File: src/rtl/lsu_mem_bridge.sv
// Load/store bridge from the core data-request stream to a word-wide memory port.
// Handles byte/half/word lanes, load extension and access error reporting.
module lsu_mem_bridge #(
    parameter int unsigned SIZE = 4096
) (
    input  logic        clk,
    input  logic        resetb,
    input  logic        req_valid,
    output logic        req_ready,
    input  logic        req_we,
    input  logic [2:0]  req_funct3,
    input  logic [31:0] req_addr,
    input  logic [31:0] req_wdata,
    output logic        rsp_valid,
    input  logic        rsp_ready,
    output logic [31:0] rsp_rdata,
    output logic [1:0]  rsp_err,
    output logic        rready,
    output logic [29:0] raddr,
    input  logic        rresp,
    input  logic [31:0] rdata,
    output logic        wready,
    output logic [29:0] waddr,
    output logic [31:0] wdata,
    output logic [3:0]  wstrb
);

    typedef enum logic [1:0] {
        S_IDLE,
        S_LOAD,
        S_RESP
    } state_t;

    state_t      r_state;
    state_t      w_next;
    logic [2:0]  r_funct3;
    logic [1:0]  r_off;
    logic [31:0] r_rdata;
    logic [1:0]  r_err;

    logic        w_acc;
    logic        w_illegal;
    logic        w_misal;
    logic        w_fault;
    logic [1:0]  w_err;
    logic [7:0]  w_byte;
    logic [15:0] w_half;
    logic [31:0] w_ld_data;

    assign req_ready = (r_state == S_IDLE);
    assign rsp_valid = (r_state == S_RESP);
    assign rsp_rdata = r_rdata;
    assign rsp_err   = r_err;
    assign w_acc     = req_valid && req_ready;

    // funct3[1:0] encodes access width: 0 byte, 1 half, 2 word
    always_comb begin
        w_illegal = req_we ? (req_funct3 >= 3'd3)
                           : ((req_funct3 == 3'd3) || (req_funct3[2:1] == 2'b11));
        w_misal   = ((req_funct3[1:0] == 2'd1) && req_addr[0])
                 || ((req_funct3[1:0] == 2'd2) && (req_addr[1:0] != 2'd0));
        w_fault   = (req_addr >= 32'(SIZE));
        if (w_illegal)
            w_err = 2'd3;
        else if (w_misal)
            w_err = 2'd1;
        else if (w_fault)
            w_err = 2'd2;
        else
            w_err = 2'd0;
    end

    always_comb begin
        unique case (r_off)
            2'd0:    w_byte = rdata[7:0];
            2'd1:    w_byte = rdata[15:8];
            2'd2:    w_byte = rdata[23:16];
            default: w_byte = rdata[31:24];
        endcase
        w_half = r_off[1] ? rdata[31:16] : rdata[15:0];
        unique case (r_funct3)
            3'd0:    w_ld_data = {{24{w_byte[7]}}, w_byte};
            3'd1:    w_ld_data = {{16{w_half[15]}}, w_half};
            3'd4:    w_ld_data = {24'd0, w_byte};
            3'd5:    w_ld_data = {16'd0, w_half};
            default: w_ld_data = rdata;
        endcase
    end

    always_ff @(posedge clk) begin
        if (resetb)
            r_state <= S_IDLE;
        else
            r_state <= w_next;
    end

    always_comb begin
        w_next = r_state;
        rready = 1'b0;
        raddr  = '0;
        wready = 1'b0;
        waddr  = '0;
        wdata  = '0;
        wstrb  = '0;
        unique case (r_state)
            S_IDLE: begin
                if (req_valid) begin
                    if (w_err != 2'd0) begin
                        w_next = S_RESP;
                    end else if (req_we) begin
                        w_next = S_RESP;
                        wready = 1'b1;
                        waddr  = req_addr[31:2];
                        unique case (req_funct3[1:0])
                            2'd0: begin
                                wdata = {4{req_wdata[7:0]}};
                                wstrb = 4'b0001 << req_addr[1:0];
                            end
                            2'd1: begin
                                wdata = {2{req_wdata[15:0]}};
                                wstrb = 4'b0011 << req_addr[1:0];
                            end
                            default: begin
                                wdata = req_wdata;
                                wstrb = 4'b1111;
                            end
                        endcase
                    end else begin
                        w_next = S_LOAD;
                        rready = 1'b1;
                        raddr  = req_addr[31:2];
                    end
                end
            end
            S_LOAD: begin
                if (rresp)
                    w_next = S_RESP;
            end
            S_RESP: begin
                if (rsp_ready)
                    w_next = S_IDLE;
            end
            default: w_next = S_IDLE;
        endcase
    end

    // Stores and errors respond with zero data; loads fill it from memory
    always_ff @(posedge clk) begin
        if (resetb) begin
            r_funct3 <= '0;
            r_off    <= '0;
            r_rdata  <= '0;
            r_err    <= '0;
        end else if (w_acc) begin
            r_funct3 <= req_funct3;
            r_off    <= req_addr[1:0];
            r_rdata  <= '0;
            r_err    <= w_err;
        end else if ((r_state == S_LOAD) && rresp) begin
            r_rdata  <= w_ld_data;
        end
    end

endmodule

File: config.mk
export PLATFORM = sky130hd
export DESIGN_NAME = lsu_mem_bridge
export DESIGN_NICKNAME = d
export VERILOG_FILES = /design/src/rtl/lsu_mem_bridge.sv
export SDC_FILE = /design/constraint.sdc
export NUM_CORES = 1
export LEC_CHECK = 0
export BUFFER_PORTS_ARGS = -buffer_cell sky130_fd_sc_hd__buf_2
export CORE_MARGIN = 3
export CORE_UTILIZATION = 38
export DETAILED_ROUTE_END_ITERATION = 7
export GPL_ROUTABILITY_DRIVEN = 1
export GPL_TIMING_DRIVEN = 1
export PLACE_DENSITY = 0.78
export RECOVER_POWER = 100
export REMOVE_ABC_BUFFERS = 1
export SYNTH_ARGS = -nofsm -noshare
export SYNTH_HDL_FRONTEND = slang
export SYNTH_SLANG_ARGS = --single-unit
File: constraint.sdc
create_clock -name clk -period 1.8 [get_ports clk]
set_input_delay 0.09 -clock clk [delete_from_list [all_inputs] [get_ports clk]]
set_output_delay 0.09 -clock clk [all_outputs]
set_load 0.01 [all_outputs]
==> out/results.tsv <==
stage	metric	value	unit
outcome	failing checks	setup timing	
sta	Worst-Margin Slew	0.546	ns
sta	hold slack	0.0335	ns
power_and_ir_drop	Seq pwr share	40.9	%
placement	hpwl dp	9180	um
power_and_ir_drop	Clk pwr share	34.8	%
yosys	FFs w/ async S/R, synth	0	%
die	I/O Pins	239	
global_routing	Tot GR Track Use	23.5	%
drt	first-pass detailed-route iteration total	5	
yosys	post-synthesis adder-cell area fraction	0	%
layout	area occupied by multi-input gates	0.00227	sq mm
placement	placed inst area	0.00434	sq mm
yosys	EDFF count, synth	0	
layout	Area Overhead vs Synth	39.3	%
clock_network	CTS max path bufs	2	
drt	number of remaining DRC errors	0	
worst_hold_path	Hold Path End	rsp_rdata[2]	
drt	via count	4110	
drt	antenna-violating nets left	0	
layout	fin util	55.5	%
yosys	Yosys cell types	47	
power_and_ir_drop	Max IR drop VDD	0.282	mV
yosys	largest family of logic cells by synthesized area	simple AND/OR/NAND/NOR gates	
layout	most frequent cells in the layout	buf_2 (156), nand2_1 (58), a21oi_1 (43)	
worst_hold_path	Min-Delay Path Depth	3	
setup_path	worst r2r src	r_state[0]	
yosys	Synth Flop Type	dfxtp_1	
setup_path	critical path's top delay family	simple AND/OR/NAND/NOR gates	
setup_path	CP Class	flip-flop to primary output	
layout	Fill cells	844	
global_routing	vias in the first global route	3733	
layout	share of layout cells above drive strength 1	39.2	%
yosys	yosys warns	0	
yosys	sequential fraction of the synthesis area	24.6	%
yosys	Syn Inst Count	459	
global_routing	first-pass GRT wire length	19100	um
power_and_ir_drop	leakage power total	2.29	nW
clock_network	Sinks on Clock Net	41	
sta	Setup Viol. Count Final	46	
layout	final cell count without fillers	764	
setup_path	FF-to-FF path depth	6	
worst_hold_path	Hold Crit Class	primary input to flip-flop	
setup_path	slowest cell delay on critical path	0.41	ns
power_and_ir_drop	fraction of power spent switching nets	29.5	%
clock_network	worst-skew pair later-pin latency	0.29	ns
power_and_ir_drop	Switching Power	0.669	mW
power_and_ir_drop	P per Cell Area	488	mW/mm^2
outcome	status	finished with violations	
sta	fin crit period	1.94	ns
setup_path	WP data arrival	1.85	ns
placement	Placed Cells	746	
clock_network	clk root buf	clkbuf_8	
global_routing	met2 Use GR	40.8	%
sta	Final Max Tran Viols	0	
setup_path	CP max stage cell	or3b_4	
setup_path	Setup crit end kind	primary output	
yosys	mux share of post-synthesis cell area	8.70	%
clock_network	CTS Buf Count	5	
sta	final hold viol count	0	
sta	highest attainable clock frequency	514	MHz
die	Initial Util	39.8	%
placement	GPL Wtd Cong	0.859	
yosys	compound-cell area share of the yosys netlist	23.4	%
power_and_ir_drop	Pint	1.60	mW
layout	Final Cell Area	0.00465	sq mm
clock_network	Worst-path clk slew	0.08	ns
setup_path	crit path launch type	flip-flop	
global_routing	GRT overflow	0	
power_and_ir_drop	Tot Pwr	2.27	mW
yosys	Syn Std Cell Area	0.00334	sq mm
clock_network	# H-tree levels	2	
drt	DRT iter0 DRCs	221	
die	die height	99.7	um
die	Placement Rows	33	
global_routing	Most Crowded Layer GR	met2	
clock_network	Hold-fix buffers, CTS	0	
global_routing	initial antenna violation count	0	
global_routing	largest net degree at the start of global routing	41	
worst_hold_path	start point of the worst hold path	rdata[2]	
drt	Routed WL per cell	16.2	um
layout	FF/Latch Area	822	sq um
setup_path	CP Cell Sequence	or3b_4 -> nor2_4 -> nor4b_4 -> buf_4 -> and2_1 -> buf_2	
placement	pre-CTS setup slack	-0.0369	ns
clock_network	TritonCTS clock tree	yes	
global_routing	M1 GR Usage	28.1	%
run	Max Cap Viol	0	
global_routing	met3 Use GR	5.68	%
power_and_ir_drop	Logic pwr share	24.3	%
drt	routed vias/inst	5.38	
setup_path	Worst R2R Setup Slack	0.03	ns
setup_path	CP max FO	5	
die	die width	99.7	um
sta	fin crit share	108	%
die	core area	0.00838	sq mm
sta	RSZ-0062 raised after global routing	yes	
die	DIE AREA	0.00994	sq mm
placement	PortBufs	198	
sta	final worst slack	-0.144	ns
yosys	syn avg cell area	7.27	sq um
drt	aggregate routed wire length	12400	um
sta	relative slew slack	63.5	%
setup_path	Buf/Inv on CP	2	
setup_path	Worst EP required	1.71	ns
setup_path	CP Launch Point	r_state[1]	
yosys	simple-gate area share of the yosys netlist	27.1	%
yosys	number of synthesized register bits	41	
yosys	post-synthesis xor/xnor area fraction	0.263	%
sta	TNS Setup	-3.62	ns
sta	Clock Skew	0.00478	ns
layout	post-layout net count	763	
setup_path	end of the worst register-to-register path	rsp_rdata[6]	
layout	# diodes	0	
layout	commonest non-fill, non-tap cell in the layout	buf_2	
==> metal layers <==
| metal | up-vias | wire length, um |
|---|---|---|
| met5 | - | 0 |
| met4 | 0 | 445 |
| met3 | 30 | 1110 |
| met2 | 216 | 6250 |
| met1 | 1917 | 4590 |
| li1 | 1947 | - |
==> worst reg2reg max path: cells and delay by family (launching register included) <==
kind | cells | cell delay, ns
simple gates | 2 | 0.31
buf+inv | 2 | 0.64
flops | 1 | 0.39
compound gates | 2 | 0.35
==> cells in the mapped netlist (10+ instances only) <==
cell type,instances,area (sq um)
and2_1,10,62.6
o21ai_0,37,185
dfxtp_1,41,821
nand2_1,58,218
nand3b_1,10,75.1
clkbuf_1,36,135
nor2_1,34,128
and4_1,18,158
inv_1,12,45.0
a21oi_1,43,215
a21oi_2,11,96.3
buf_4,40,300
mux2i_1,20,200
==> how the worst max path moves through the flow <==
stage / endpoint / slack, ns / depth (start not counted)
after floorplan: wdata[24] / -0.97 / 4
after global placement: wdata[10] / 0.008 / 5
after detailed placement: wdata[29] / -0.04 / 5
after CTS: wdata[10] / -0.15 / 5
after global routing: wdata[10] / -0.26 / 5
final: raddr[4] / -0.14 / 6
==> area by class of cell <==
cell class,instances,area share (%)
clock buffers,7,1.86
clock inverters,1,0.646
inverters,12,0.969
multi-input cells,365,48.8
flip-flops and latches,41,17.7
well taps,105,2.83
repair buffers,233,27.2
==> state kept, by name (all words and copies together) (netlist names) <==
| register | flops |
|---|---|
| r_funct3 | 3 |
| r_off | 2 |
| r_state | 2 |
| rsp_err | 2 |
| rsp_rdata | 32 |
==> power by group through the flow <==
| stage | Combinational [mW] | Clock, mW | Sequential (mW) |
|---|---|---|---|
| after detailed placement | 0.515 | 0 | 0.949 |
| after global routing | 0.612 | 0.832 | 0.930 |
| after CTS | 0.525 | 0.788 | 0.928 |
| after global placement | 0.507 | 0 | 0.949 |
| final | 0.551 | 0.789 | 0.928 |
| after floorplan | 0.227 | 0 | 0.966 |
==> logic make-up after synthesis <==
logic type | after synthesis
AOI/OAI and AO/OA | 126
other | 1
buffers and inverters | 95
xor gates and xnor gates | 1
DFF | 41
muxes | 28
and+or+nand+nor | 167
==> what timing repair did <==
action	CTS	global route
resized for setup	11	31
cloned	3	3
pin swaps	9	13
setup buffers	1	3
endpoints found under the setup margin	31	60
(Power assumes the default switching activity.)
